<file path="config.mk">
export PLATFORM = sky130hd
export DESIGN_NAME = i2c_target_receiver
export DESIGN_NICKNAME = d
export VERILOG_FILES = /design/src/rtl/i2c_pkg.sv /design/src/rtl/i2c_line_sync.sv /design/src/rtl/i2c_target_receiver.sv
export SDC_FILE = /design/constraint.sdc
export NUM_CORES = 1
export LEC_CHECK = 0
export BUFFER_PORTS_ARGS = -buffer_cell sky130_fd_sc_hd__buf_4
export CAP_MARGIN = 20
export CORE_MARGIN = 4
export CORE_UTILIZATION = 35
export DETAILED_ROUTE_END_ITERATION = 12
export PLACE_DENSITY = 0.57
export SKIP_CTS_REPAIR_TIMING = 1
export SLEW_MARGIN = 15
export SYNTH_ARGS = -nofsm -noshare
export SYNTH_HDL_FRONTEND = slang
export SYNTH_SLANG_ARGS = --single-unit
</file>
<file path="constraint.sdc">
create_clock -name Clock -period 1.7 [get_ports Clock]
set_clock_uncertainty 0.15 [all_clocks]
set_input_delay 0.34 -clock Clock [delete_from_list [all_inputs] [get_ports Clock]]
set_output_delay 0.34 -clock Clock [all_outputs]
set_load 0.01 [all_outputs]
</file>
<file path="src/rtl/i2c_pkg.sv">
// Shared I2C definitions: FSM state encoding, ACK/NACK levels and addresses.
package i2c_pkg;

    typedef enum logic [2:0] {
        Idle,
        Address,
        AddrAck,
        Data,
        DataAck,
        Ignore
    } i2cState_t;

    // Bus levels of the ninth (acknowledge) bit.
    localparam logic ACK  = 1'b0;
    localparam logic NACK = 1'b1;

    localparam logic [6:0] DEFAULT_ADDRESS = 7'h27;
    localparam logic [6:0] GENERAL_CALL    = 7'h00;

    localparam logic [3:0] BYTE_BITS = 4'd8;

endpackage

</file>
<file path="src/rtl/i2c_line_sync.sv">
// Synchronizes one asynchronous bus line and reports its level and edges.
module i2c_line_sync #(
    parameter int SYNC_STAGES = 2
) (
    input  logic Clock,
    input  logic Reset,
    input  logic LineIn,
    output logic Level,
    output logic Rise,
    output logic Fall
);

    logic [SYNC_STAGES-1:0] syncReg;
    logic                   prevReg;

    // Synchronizer chain plus previous-sample register; reset to the idle
    // (released, pulled-up) bus level so no spurious edges follow reset.
    always_ff @(posedge Clock or posedge Reset) begin
        if (Reset) begin
            syncReg <= '1;
            prevReg <= 1'b1;
        end else begin
            syncReg <= {syncReg[SYNC_STAGES-2:0], LineIn};
            prevReg <= syncReg[SYNC_STAGES-1];
        end
    end

    assign Level = syncReg[SYNC_STAGES-1];
    assign Rise  = Level & ~prevReg;
    assign Fall  = ~Level & prevReg;

endmodule

</file>
<file path="src/rtl/i2c_target_receiver.sv">
// Write-only I2C target: address match, ACK generation and byte delivery.
module i2c_target_receiver
    import i2c_pkg::*;
#(
    parameter logic [6:0] ADDRESS     = DEFAULT_ADDRESS,
    parameter int         SYNC_STAGES = 2
) (
    input  logic       Clock,
    input  logic       Reset,
    input  logic       SCL,
    input  logic       SDAIn,
    output logic       SDAPullLow,
    output logic [7:0] DataOut,
    output logic       DataValid,
    output logic       AddressMatch,
    output logic       Busy
);

    logic sclLevel, sclRise, sclFall;
    logic sdaLevel, sdaRise, sdaFall;

    i2c_line_sync #(.SYNC_STAGES(SYNC_STAGES)) uSclSync (
        .Clock (Clock),
        .Reset (Reset),
        .LineIn(SCL),
        .Level (sclLevel),
        .Rise  (sclRise),
        .Fall  (sclFall)
    );

    i2c_line_sync #(.SYNC_STAGES(SYNC_STAGES)) uSdaSync (
        .Clock (Clock),
        .Reset (Reset),
        .LineIn(SDAIn),
        .Level (sdaLevel),
        .Rise  (sdaRise),
        .Fall  (sdaFall)
    );

    // SCL high in both samples; an SCL edge in the same sample as an SDA
    // edge therefore never qualifies as START/STOP.
    logic sclHeld;
    logic startEv, stopEv;
    assign sclHeld = sclLevel & ~sclRise;
    assign startEv = sclHeld & sdaFall;
    assign stopEv  = sclHeld & sdaRise;

    i2cState_t  state, stateNext;
    logic [3:0] bitCnt, bitCntNext;
    logic [7:0] shiftReg, shiftNext;
    logic [7:0] dataNext;
    logic       validNext, pullNext, matchNext;

    // Address byte accepted only for our address with write direction; the
    // general-call address is never claimed.
    logic addrHit;
    assign addrHit = (shiftReg[7:1] == ADDRESS) && (shiftReg[0] == 1'b0) &&
                     (shiftReg[7:1] != GENERAL_CALL);

    // State and datapath registers; outputs are registered so SDAPullLow
    // moves only on the edge that registers an SCL fall.
    always_ff @(posedge Clock or posedge Reset) begin
        if (Reset) begin
            state        <= Idle;
            bitCnt       <= 4'd0;
            shiftReg     <= 8'h00;
            DataOut      <= 8'h00;
            DataValid    <= 1'b0;
            SDAPullLow   <= 1'b0;
            AddressMatch <= 1'b0;
        end else begin
            state        <= stateNext;
            bitCnt       <= bitCntNext;
            shiftReg     <= shiftNext;
            DataOut      <= dataNext;
            DataValid    <= validNext;
            SDAPullLow   <= pullNext;
            AddressMatch <= matchNext;
        end
    end

    // Next-state logic: bus conditions override everything, then per-state
    // bit shifting on SCL rise and ACK handling on SCL fall.
    always_comb begin
        stateNext  = state;
        bitCntNext = bitCnt;
        shiftNext  = shiftReg;
        dataNext   = DataOut;
        validNext  = 1'b0;
        pullNext   = SDAPullLow;
        matchNext  = AddressMatch;

        if (startEv) begin
            stateNext  = Address;
            bitCntNext = 4'd0;
            pullNext   = 1'b0;
            matchNext  = 1'b0;
        end else if (stopEv) begin
            stateNext = Idle;
            pullNext  = 1'b0;
            matchNext = 1'b0;
        end else begin
            case (state)
                Address, Data: begin
                    if (sclRise && bitCnt != BYTE_BITS) begin
                        shiftNext  = {shiftReg[6:0], sdaLevel};
                        bitCntNext = bitCnt + 4'd1;
                    end else if (sclFall && bitCnt == BYTE_BITS) begin
                        if (state == Data) begin
                            dataNext  = shiftReg;
                            validNext = 1'b1;
                            pullNext  = ~ACK;
                            stateNext = DataAck;
                        end else if (addrHit) begin
                            pullNext  = ~ACK;
                            matchNext = 1'b1;
                            stateNext = AddrAck;
                        end else begin
                            pullNext  = ~NACK;
                            stateNext = Ignore;
                        end
                    end
                end
                AddrAck, DataAck: begin
                    if (sclFall) begin
                        pullNext   = 1'b0;
                        bitCntNext = 4'd0;
                        stateNext  = Data;
                    end
                end
                Ignore: pullNext = 1'b0;
                default: ;
            endcase
        end
    end

    assign Busy = (state != Idle);

endmodule

</file>
== After elaboration in Yosys (flattened, before gate mapping) ==
Index checks and enable logic that the tools add are counted.

* Register bits: 32
* Bits of input ports: 4
* Output and inout port bits: 12
* Logic and storage cells: 98

* Add/subtract/negate cells: 1
* Equal/unequal tests: 16
* Multiplexer cells: 34
* Bitwise gates (word level): 16
* Reductions and logical operators: 20

{| class="wikitable"
|+ Operators with widths
! kind !! count
|-
| $mux W3 || 7
|-
| $mux W1 || 20
|-
| $mux W4 || 4
|-
| $ne A4 B4 Y1 const B || 4
|-
| $reduce_and A4 Y1 || 4
|-
| $reduce_bool A3 Y1 || 5
|-
| $ne A3 B3 Y1 const B || 4
|-
| $not A1 Y1 || 9
|-
| $pmux W4 S2 || 1
|-
| $and A1 B1 Y1 || 7
|-
| $eq A7 B6 Y1 const B || 1
|-
| $reduce_bool A7 Y1 || 1
|-
| $eq A3 B2 Y1 const B || 2
|-
| $eq A3 B3 Y1 const B || 2
|-
| $pmux W3 S2 || 1
|-
| $reduce_and A6 Y1 || 1
|-
| $reduce_and A5 Y1 || 1
|-
| $reduce_bool A5 Y1 || 1
|-
| $add A4 B1 Y4 const B || 1
|-
| $eq A4 B4 Y1 const B || 1
|-
| $logic_and A1 B1 Y1 || 4
|-
| $reduce_bool A4 Y1 || 1
|-
| $reduce_or A2 Y1 || 2
|-
| $eq A3 B1 Y1 const B || 1
|-
| other kinds (2) || 2
|}

== Logic depth before layout (Yosys ltp) ==
Gate-level depths: netlist (run 1).

* Depth in word-level cells: 10
* Gate-level depth with buffers: 8
* Gate-level depth less buffers: 7

== By module ==
A second synthesis (run 1) with hierarchy kept.

* Cell total of the unflattened synthesis: 124
* Area, all modules: 1,542.7 sq um

{| class="wikitable"
|+ Modules (own cells, without submodules)
! module !! instances !! cells an instance !! area each (sq um) !! seq. area each (sq um)
|-
| i2c_target_receiver || 1 || 112 || 1,347.5 || 650.6
|-
| i2c_line_sync || 2 || 6 || 97.6 || 78.8
|}

== Worst setup path before layout (run 1) ==
No wires, ideal clock.

* Path type: register -> register
* Start point: register bitCnt[0]
* End point: register state[1]
* Library setup time: 0.123 ns
* Arrival time: 1.609 ns
* Required time: 1.427 ns
* Path slack: -0.181 ns
* Stages on the path, launching flop included: 8
* Buffers on the path: 0
* Period minus slack after synthesis: 1.881 ns
* Path through: dfrtp_1 inv_1 ha_1 nand3b_4 nor3b_2 a2bb2oi_2 a31oi_1 o221a_1

* Cells in the longest elaborated chain, start to end: 4
* Elaborated cells on any way between the ends: 7
* Those cells by class: eq/ne (4); reduce/logical (3)

{| class="wikitable"
|+ RTL lines
! item !! line !! text
|-
| start: declaration || i2c_target_receiver.sv:49 || <nowiki>logic [3:0] bitCnt, bitCntNext;</nowiki>
|-
| start signal: assignment || i2c_target_receiver.sv:73 || <nowiki>bitCnt <= bitCntNext;</nowiki>
|-
| $eq A4 B4 Y1 / $ne A4 B4 Y1 (equally long branches) || i2c_target_receiver.sv:108, i2c_target_receiver.sv:105 ||
|-
| $logic_and A1 B1 Y1 (on tied branches) || i2c_target_receiver.sv:108, i2c_target_receiver.sv:105 ||
|-
| $ne A4 B4 Y1 (no source line) || -- ||
|-
| $reduce_and A4 Y1 (no source line) (*) || -- ||
|-
| end signal: assignment || i2c_target_receiver.sv:64 || <nowiki>state <= Idle;</nowiki>
|-
| end signal: assignment || i2c_target_receiver.sv:72 || <nowiki>state <= stateNext;</nowiki>
|-
| end: declaration || i2c_target_receiver.sv:48 || <nowiki>i2cState_t state, stateNext;</nowiki>
|}

Every way passes the cells marked *; elsewhere a longest branch is shown, timed or not.
A chain may end at the register's enable or synchronous reset.

== Final worst setup path (run 1) ==
* Start point: register bitCnt[1]
* End point: register DataOut[2]

* Cells in the longest elaborated chain, start to end: 4
* Elaborated cells on any way between the ends: 6
* Those cells by class: eq/ne (2); bitwise (1); reduce/logical (3)

{| class="wikitable"
|+ RTL lines
! item !! line !! text
|-
| $ne A4 B4 Y1 || i2c_target_receiver.sv:105 || <nowiki>if (sclRise && bitCnt != BYTE_BITS) begin</nowiki>
|-
| $logic_and A1 B1 Y1 || i2c_target_receiver.sv:105 ||
|-
| $not A1 Y1 (no source line) || -- ||
|-
| $reduce_and A6 Y1 (no source line) (*) || -- ||
|-
| end signal: assignment || i2c_target_receiver.sv:75 || <nowiki>DataOut <= dataNext;</nowiki>
|-
| end: declaration || i2c_target_receiver.sv:13 || <nowiki>output logic [7:0] DataOut,</nowiki>
|}

Marks and branches as above.

==> results.json, run 1 <==
{
  "start_kind": "flip-flop",
  "slew_viol_final": 0,
  "fp.dieArea_um2": 5350,
  "synth_top_area_frac": 0.438,
  "yosys.area_share.simple": 0.142,
  "drcViolationCount": 0,
  "relSlewSlack": 0.735,
  "path_clk_slew_ns": 0.06,
  "setup_slack_ns": -0.143,
  "worstSetupPathType": "reg2reg",
  "endpoint_kind": "flip-flop",
  "hold_class": "in2async",
  "hpwl_um": 2160,
  "netlist_instances": 121,
  "htree_levels": 2,
  "synth_top_family_by_area": "simple AND/OR/NAND/NOR gates",
  "fillCellCount": 373,
  "place_area_um2": 1900,
  "ys_top_cells_by_area": "dfrtp_1, mux2_2, dfstp_2",
  "clk_latency_ns": 0.28,
  "dp_slack_ns": -0.136,
  "design_power_total_mw": 2.87,
  "diodes": 0,
  "stdcell_area_um2": 2040,
  "numCtsBuffers": 5,
  "vias_per_cell": 4.94,
  "avgSynthCellArea_um2": 12.3,
  "crit_fanout": 9,
  "p_leak_nw": 0.992,
  "period_share": 1.08,
  "tightest_slew_ns": 0.398,
  "grt_max_degree": 33,
  "crit_arrival_ns": 1.85,
  "drt_iter0_markers": 39,
  "max-vdd-ir-drop_mv": 0.626,
  "grt_pass1_wl_um": 5410,
  "final_util": 0.503,
  "dr.pass1.iters": 4,
  "fin_tns_setup_ns": -1.46,
  "cts_tree": "done",
  "yosysSeqAreaShare": 0.545,
  "cts_root_buffer": "clkbuf_8",
  "synth.distinct_cells": 41,
  "routed_wl_um": 2930,
  "synthAdderAreaFrac": 0.0169,
  "fin_nets": 178,
  "layout_commonest_cell": "buf_4",
  "final-setup-viol-count": 14,
  "core_area_um2": 4060,
  "slowest_stage": "dfrtp_1",
  "holdWs_ns": -0.00662,
  "grtUsageTotal": 0.132,
  "crit_chain": "inv_1, ha_2, nand3b_4, nor3b_4, nand4_2, buf_6, mux2_2",
  "rsz0062_at_grt": "yes",
  "power_density_nw_per_um2": 1410,
  "io_pins": 16,
  "cp.required_ns": 1.71,
  "synth_nets": 127,
  "max_freq_mhz": 543,
  "syn_area_um2": 1480,
  "cap_violations": 0,
  "wl_per_cell_um": 13.2,
  "finalNonFillerCells": 222,
  "violations": "negative hold slack, negative setup slack",
  "yosys-mux-area-fraction": 0.121,
  "synth-edff-count": 0,
  "synth_compound_area_frac": 0.127,
  "placedCellCount": 214,
  "ant_nets": 0,
  "routabilityCongestion": 0.829,
  "initial_core_util": 0.366,
  "rows": 23,
  "yosys_warnings": 0,
  "antenna_found_initial": 0,
  "finalHoldViolCount": 14,
  "layout_common_cells": "buf_4, dfrtp_1, mux2_2",
  "yosysTopAreaCell": "dfrtp_1",
  "synth_ff_type": "dfrtp_1",
  "slowest_delay_ns": 0.38,
  "grt-ovfl-total": 0,
  "die_width_um": 73.1,
  "outcome": "complete, but fails checks",
  "synth-seq-cells": 32,
  "first_global_vias": 1166,
  "clockBufferDepth": 2,
  "period_needed_ns": 1.84,
  "synthXorXnorAreaFrac": 0.0177,
  "die_y_um": 73.1,
  "via_count": 1096,
  "cts_sinks": 32,
  "async_flop_share": 1.00,
  "syn_to_final_growth_pct": 37.6,
  "drive_above_1_share": 0.529,
  "port_buffers": 15
}
synth_stat cells (all sizes together) (3+ instances only):
| library cell | instances |
|---|---|
| nand2 | 6 |
| nor2 | 6 |
| a21oi | 5 |
| inv | 6 |
| dfstp | 6 |
| nand3 | 5 |
| buf | 4 |
| mux2 | 16 |
| xnor2 | 3 |
| o21ai | 5 |
| dfrtp | 26 |
layer usage:
layer / wire, um / up-vias / GRT usage
met3: 97 / 4 / 0.0468
li1: - / 548 / -
met1: 1340 / 533 / 0.168
met2: 1450 / 11 / 0.203
met4: 45 / 0 / 0.0574
met5: 0 / - / 0
registers in the layout, summed over array words and instances, names as in the netlist:
register / count
SDAPullLow: 1
uSclSync.prevReg: 1
AddressMatch: 1
uSdaSync.prevReg: 1
DataValid: 1
uSclSync.syncReg: 2
bitCnt: 4
state: 3
DataOut: 8
uSdaSync.syncReg: 2
shiftReg: 8
power by group:
| group | leakage [nW] | total (mW) | switching (mW) | internal [mW] |
|---|---|---|---|---|
| logic | 0.541 | 1.31 | 0.572 | 0.736 |
| clock network | 0.0410 | 0.534 | 0.256 | 0.278 |
| registers | 0.410 | 1.03 | 0.113 | 0.915 |
layout make-up:
| class | instances | area, um^2 | share of cell area |
|---|---|---|---|
| inverters | 6 | 22.5 | 0.0110 |
| clock buffers | 6 | 72.6 | 0.0355 |
| repair buffers | 49 | 395 | 0.194 |
| flip-flops and latches | 32 | 808 | 0.396 |
| clock inverters | 1 | 5.00 | 0.00245 |
| multi-input cells | 78 | 676 | 0.331 |
| well taps | 50 | 62.6 | 0.0306 |
cell families (layout without fill, tap and decap cells):
kind of cell    after synthesis  count (layout)
compound gates               26              26
xor+xnor                      3               3
fa+ha+maj                     2               2
buf+inv                      11              62
flops                        32              32
mux                          16              16
simple gates                 31              31
path summary, 6_finish.rpt:
check,startpoint,endpoint,slack (ns),depth (start not counted)
min reg2reg,uSclSync.syncReg[0]$_DFF_PP1_,uSclSync.syncReg[1]$_DFF_PP1_,0.21,0
max,bitCnt[1]$_DFFE_PP0P_,DataOut[2]$_DFFE_PP0P_,-0.14,7
min,Reset,DataValid$_DFF_PP0_,-0.007,3
max in group asynchronous,Reset,uSclSync.syncReg[1]$_DFF_PP1_,1.08,3
max reg2reg,bitCnt[1]$_DFFE_PP0P_,DataOut[2]$_DFFE_PP0P_,-0.14,7
min in group Clock,SCL,uSclSync.syncReg[0]$_DFF_PP1_,0.02,1
worst max-delay path, delay by kind of cell, from the launching register on:
family | cells | cell delay (ns)
fa+ha+maj | 1 | 0.18
simple gates | 3 | 0.51
mux | 1 | 0.27
buf+inv | 2 | 0.23
flops | 1 | 0.38
No activity file was read; power rests on OpenSTA's default activity.
==> run 2: changes to the inputs <==
--- a/config.mk
+++ b/config.mk
@@ -5,8 +5,10 @@
 export SDC_FILE = /design/constraint.sdc
 export NUM_CORES = 1
 export LEC_CHECK = 0
+export ABC_AREA = 1
 export BUFFER_PORTS_ARGS = -buffer_cell sky130_fd_sc_hd__buf_4
 export CAP_MARGIN = 20
+export CORE_ASPECT_RATIO = 1.25
 export CORE_MARGIN = 4
 export CORE_UTILIZATION = 35
 export DETAILED_ROUTE_END_ITERATION = 12
==> run 2 against run 1 <==
The run ends with negative hold slack left. Sequential share of layout area increased by 0.82 points. Via count rose by 11%. Clock-buffer cell count is 1 higher. Clock power grew 3.9%. Combinational power fell by 18%.
==> results.json, run 2 <==
{
  "layout_common_cells": "nand2_1, buf_4, dfrtp_1",
  "finalHoldViolCount": 14,
  "cts_tree": "done",
  "synth-edff-count": 0,
  "cts_root_buffer": "clkbuf_8",
  "clk_latency_ns": 0.28,
  "routabilityCongestion": 0.866,
  "cap_violations": 0,
  "final-setup-viol-count": 0,
  "crit_arrival_ns": 1.63,
  "outcome": "complete, but fails checks",
  "slew_viol_final": 0,
  "reg_top3": "DataOut (8), shiftReg (8), bitCnt (4)",
  "max_freq_mhz": 622,
  "clockBufferDepth": 2,
  "rows": 26,
  "fin_nets": 220,
  "endpoint_kind": "flip-flop",
  "worstSetupPathType": "reg2reg",
  "vias_per_cell": 4.50,
  "syn_area_um2": 1520,
  "power.switching_mw": 1.02,
  "netlist_instances": 178,
  "synth_nets": 184,
  "ant_nets": 0,
  "p_leak_nw": 0.976,
  "die_width_um": 66.9,
  "antenna_found_initial": 0,
  "hpwl_um": 2060,
  "core_area_um2": 4130,
  "synth_top_area_frac": 0.428,
  "synth-seq-cells": 32,
  "cp.required_ns": 1.73,
  "htree_levels": 2,
  "path_clk_slew_ns": 0.06,
  "violations": "negative hold slack",
  "holdWs_ns": -0.0121,
  "layout_commonest_cell": "nand2_1",
  "yosys_warnings": 0,
  "synth.distinct_cells": 21,
  "final_util": 0.484,
  "drt_iter0_markers": 52,
  "synthMostInstantiatedCell": "nand2_1",
  "synth_ff_type": "dfrtp_1",
  "port_buffers": 15,
  "placedCellCount": 252,
  "finalNonFillerCells": 271,
  "critPathBufInv": 2,
  "fp.dieArea_um2": 5470,
  "avgSynthCellArea_um2": 8.54,
  "async_flop_share": 1.00,
  "combinationalPowerShare": 0.402,
  "ys_top_cells_by_area": "dfrtp_1, nand2_1, dfstp_2",
  "syn_to_final_growth_pct": 31.6,
  "crit_fanout": 4,
  "drive_above_1_share": 0.423,
  "numCtsBuffers": 5,
  "io_pins": 16,
  "max-vdd-ir-drop_mv": 0.630,
  "first_global_vias": 1153,
  "routed_wl_um": 3050,
  "diodes": 0,
  "crit_chain": "inv_1, nor2_2, nand2_2, nand2_2, inv_2, o21ai_4, nand2_2, nand2_1, nand2_1",
  "grtUsageTotal": 0.124,
  "period_share": 0.945,
  "p_int_mw": 1.64,
  "clkPwrFrac": 0.209,
  "hold_class": "in2async",
  "tightest_slew_ns": 0.414,
  "dr.pass1.iters": 4,
  "grt_max_degree": 33,
  "crit_path_frequent_cell": "nand2_2",
  "slowest_stage": "dfstp_2",
  "netlist_top_cells_count": "nand2_1, dfrtp_1, inv_1",
  "swShare": 0.382,
  "start_kind": "flip-flop",
  "power_density_nw_per_um2": 1330,
  "yosysTopAreaCell": "dfrtp_1",
  "yosysSeqAreaShare": 0.532,
  "grt-ovfl-total": 0,
  "crit_family": "flip-flops",
  "grt_pass1_wl_um": 5040,
  "seq_power_share": 0.389,
  "initial_core_util": 0.368,
  "fin_tns_setup_ns": 0,
  "cts_sinks": 32,
  "rsz0062_at_grt": "yes",
  "via_count": 1220,
  "die_y_um": 81.7,
  "relSlewSlack": 0.724,
  "drcViolationCount": 0,
  "slowest_delay_ns": 0.55,
  "period_needed_ns": 1.61,
  "wl_per_cell_um": 11.2
}
## run 2: power by group through the flow
| stage | Clock [mW] | Sequential, mW | Combinational, mW |
|---|---|---|---|
| after floorplan | 0 | 1.02 | 0.668 |
| after global placement | 0 | 1.03 | 0.872 |
| after detailed placement | 0 | 1.03 | 0.889 |
| after CTS | 0.572 | 1.02 | 0.891 |
| after global routing | 0.607 | 1.06 | 1.22 |
| final | 0.555 | 1.03 | 1.07 |
## run 2: worst register-to-register path, stage by stage, from the launching register on
cell	delay [ns]
dfstp_2	0.55
inv_1	0.08
nor2_2	0.13
nand2_2	0.11
nand2_2	0.08
inv_2	0.04
o21ai_4	0.17
nand2_2	0.08
nand2_1	0.06
nand2_1	0.05
## run 2: final timing paths
path / cells past startpoint / startpoint / slack (ns) / to
setup / recovery: 9 / uSclSync.prevReg$_DFF_PP1_ / 0.09 / state[0]$_DFFE_PP0P_
hold / removal: 3 / Reset / -0.01 / bitCnt[0]$_DFFE_PP0P_
setup reg to reg: 9 / uSclSync.prevReg$_DFF_PP1_ / 0.09 / state[0]$_DFFE_PP0P_
hold reg to reg: 0 / uSdaSync.syncReg[0]$_DFF_PP1_ / 0.21 / uSdaSync.syncReg[1]$_DFF_PP1_
max in group asynchronous: 3 / Reset / 1.08 / uSclSync.syncReg[1]$_DFF_PP1_
min in group Clock: 1 / SDAIn / 0.01 / uSdaSync.syncReg[0]$_DFF_PP1_
## run 2: metrics by stage
stage               cell area (um^2)  total power, mW  setup WS (ns)
floorplan                       1520             1.69          0.135
global placement                1730             1.90         0.0140
detailed placement              1730             1.92        0.00793
CTS                             1810             2.49        -0.0149
global route                    2000             2.89        -0.0289
finish                          2000             2.66         0.0935
## run 2: cells by family after synthesis
kind of cell	count (synthesis)	synth area share
flops	32	0.532
fa+ha+maj	2	0.0165
buf+inv	25	0.0724
simple gates	94	0.264
xor+xnor	2	0.0115
compound gates	23	0.104
## run 2: area by class of cell
type	count	area [um^2]
clock buffer	7	76.3
inverter	22	82.6
fill	408	2130
clock inverter	1	5.00
timing repair buffer	32	253
multi-input combinational	121	706
sequential	32	808
tap	56	70.1
## run 2: per-layer routing
metal	GRT usage	part of all wire	vias to the layer above
li1	-	-	631
met1	0.148	0.44	565
met2	0.198	0.49	17
met3	0.0451	0.042	7
met4	0.0548	0.027	0
met5	0	0	-
==> run 3: changes to the inputs <==
--- a/config.mk
+++ b/config.mk
@@ -10,9 +10,9 @@
 export CAP_MARGIN = 20
 export CORE_ASPECT_RATIO = 1.25
 export CORE_MARGIN = 4
-export CORE_UTILIZATION = 35
+export CORE_UTILIZATION = 45
 export DETAILED_ROUTE_END_ITERATION = 12
-export PLACE_DENSITY = 0.57
+export PLACE_DENSITY = 0.69
 export SKIP_CTS_REPAIR_TIMING = 1
 export SLEW_MARGIN = 15
 export SYNTH_ARGS = -nofsm -noshare
==> run 3 against run 2 <==
The flow finishes with violations (negative hold slack, negative setup slack). Sequential cell count unchanged. Combinational power is 8% lower. Core utilization increased by 11 points. Clock-buffer cell count grew 1. Clock power rose by 14%. Global-route usage grew 3.2 points. Final cell count down 10%. First-iteration DRC count decreased by 5.8%. Highest routed layer unchanged. Largest power group is now sequential cells. Critical path depth is the same. Sequential share of layout area grew 2.2 points. Sequential power hardly changed.
==> results.json, run 3 (same netlist as run 2, synthesis figures left out) <==
{
  "max_freq_mhz": 565,
  "wl_per_cell_um": 12.0,
  "cts_root_buffer": "clkbuf_8",
  "vias_per_cell": 4.92,
  "layout_commonest_cell": "nand2_1",
  "hold_class": "in2async",
  "fillCellCount": 294,
  "die_width_um": 60.0,
  "period_share": 1.04,
  "rows": 23,
  "core_area_um2": 3220,
  "numCtsBuffers": 5,
  "port_buffers": 15,
  "clk_latency_ns": 0.28,
  "relSlewSlack": 0.740,
  "rsz0062_at_grt": "yes",
  "antenna_found_initial": 0,
  "cts_sinks": 32,
  "max-vdd-ir-drop_mv": 0.883,
  "layout_common_cells": "nand2_1, dfrtp_1, buf_4",
  "wl_met1_um": 1260,
  "stdcell_area_um2": 1900,
  "routabilityCongestion": 0.823,
  "io_pins": 16,
  "period_needed_ns": 1.77,
  "fp.dieArea_um2": 4380,
  "p_leak_nw": 0.945,
  "wl_met2_um": 1470,
  "worstSetupPathType": "reg2reg",
  "hpwl_um": 2030,
  "place_area_um2": 1700,
  "reg_top3": "DataOut (8), shiftReg (8), bitCnt (4)",
  "register_area_um2": 808,
  "htree_levels": 2,
  "final-setup-viol-count": 13,
  "via_count": 1201,
  "design_power_total_mw": 2.65,
  "drcViolationCount": 0,
  "initial_core_util": 0.472,
  "grt_pass1_wl_um": 5040,
  "finalHoldViolCount": 26,
  "dr.max_layer_used": "met4",
  "endpoint_kind": "flip-flop",
  "grtUsageTotal": 0.156,
  "drt_iter0_markers": 49,
  "start_kind": "flip-flop",
  "fin_nets": 212,
  "path_clk_slew_ns": 0.06,
  "cts_tree": "done",
  "setup_slack_ns": -0.0684,
  "cp.required_ns": 1.73,
  "routed_wl_um": 2920,
  "ant_nets": 0,
  "slew_viol_final": 0,
  "tightest_slew_ns": 0.390,
  "first_global_vias": 1184,
  "placedCellCount": 232,
  "finalNonFillerCells": 244,
  "clockBufferDepth": 2,
  "multi_input_area_um2": 664,
  "crit_fanout": 4,
  "dr.pass1.iters": 4,
  "diodes": 0,
  "drive_above_1_share": 0.338,
  "syn_to_final_growth_pct": 24.9,
  "violations": "negative hold slack, negative setup slack",
  "power_density_nw_per_um2": 1390,
  "holdWs_ns": -0.0107,
  "die_y_um": 73.0,
  "outcome": "complete, but fails checks",
  "wl_met3_um": 107,
  "grt-ovfl-total": 0,
  "crit_arrival_ns": 1.80,
  "cap_violations": 0,
  "ff2ff_path_depth": 9,
  "grt_max_degree": 33
}
-- run 3: cell types whose count changed in the layout (fill, tap and decap cells not counted), sizes merged --
cell and change:
clkbuf +1, buf -10, clkinv -1, dlygate4sd3 +2
-- run 3: final timing paths --
path,startpoint,end,slack (ns)
max in group asynchronous,Reset,uSclSync.syncReg[1]$_DFF_PP1_,1.09
hold reg to reg,uSdaSync.syncReg[0]$_DFF_PP1_,uSdaSync.syncReg[1]$_DFF_PP1_,0.21
min in group Clock,uSdaSync.syncReg[0]$_DFF_PP1_,uSdaSync.syncReg[1]$_DFF_PP1_,0.21
setup / recovery,uSclSync.prevReg$_DFF_PP1_,state[0]$_DFFE_PP0P_,-0.07
setup reg to reg,uSclSync.prevReg$_DFF_PP1_,state[0]$_DFFE_PP0P_,-0.07
hold / removal,Reset,AddressMatch$_DFFE_PP0P_,-0.01
-- run 3: metrics by stage --
stage	setup TNS [ns]	setup WS, ns	util
5_1_grt	-0.743	-0.103	0.589
3_3_place_gp	0	0.0861	0.528
6_report	-0.305	-0.0684	0.589
3_5_place_dp	0	0.0273	0.528
4_1_cts	-0.0104	-0.00509	0.559
2_1_floorplan	0	0.135	-
-- run 3: layer usage --
| layer | up-vias | GRT usage |
|---|---|---|
| met5 | - | 0 |
| li1 | 610 | - |
| met2 | 17 | 0.254 |
| met1 | 565 | 0.182 |
| met3 | 9 | 0.0531 |
| met4 | 0 | 0.0739 |
-- run 3: worst max-delay path, stage by stage (launching register included) --
cell,delay [ns]
dfstp_2,0.55
inv_1,0.08
nor2_1,0.24
nand2_2,0.13
nand2_2,0.09
inv_2,0.05
o21ai_4,0.18
nand2_2,0.09
nand2_1,0.06
nand2_1,0.05
-- run 3: where the power goes --
part           switching, mW  leakage [nW]  internal [mW]
combinational          0.605         0.479          0.376
sequential             0.117         0.415          0.913
clock                  0.266        0.0515          0.369
-- run 3: cell type report --
cell class,instances,area share
Sequential cell,32,0.426
Multi-Input combinational cell,121,0.350
Timing Repair Buffer,24,0.104
Clock buffer,8,0.0527
Inverter,22,0.0435
Tap cell,37,0.0244
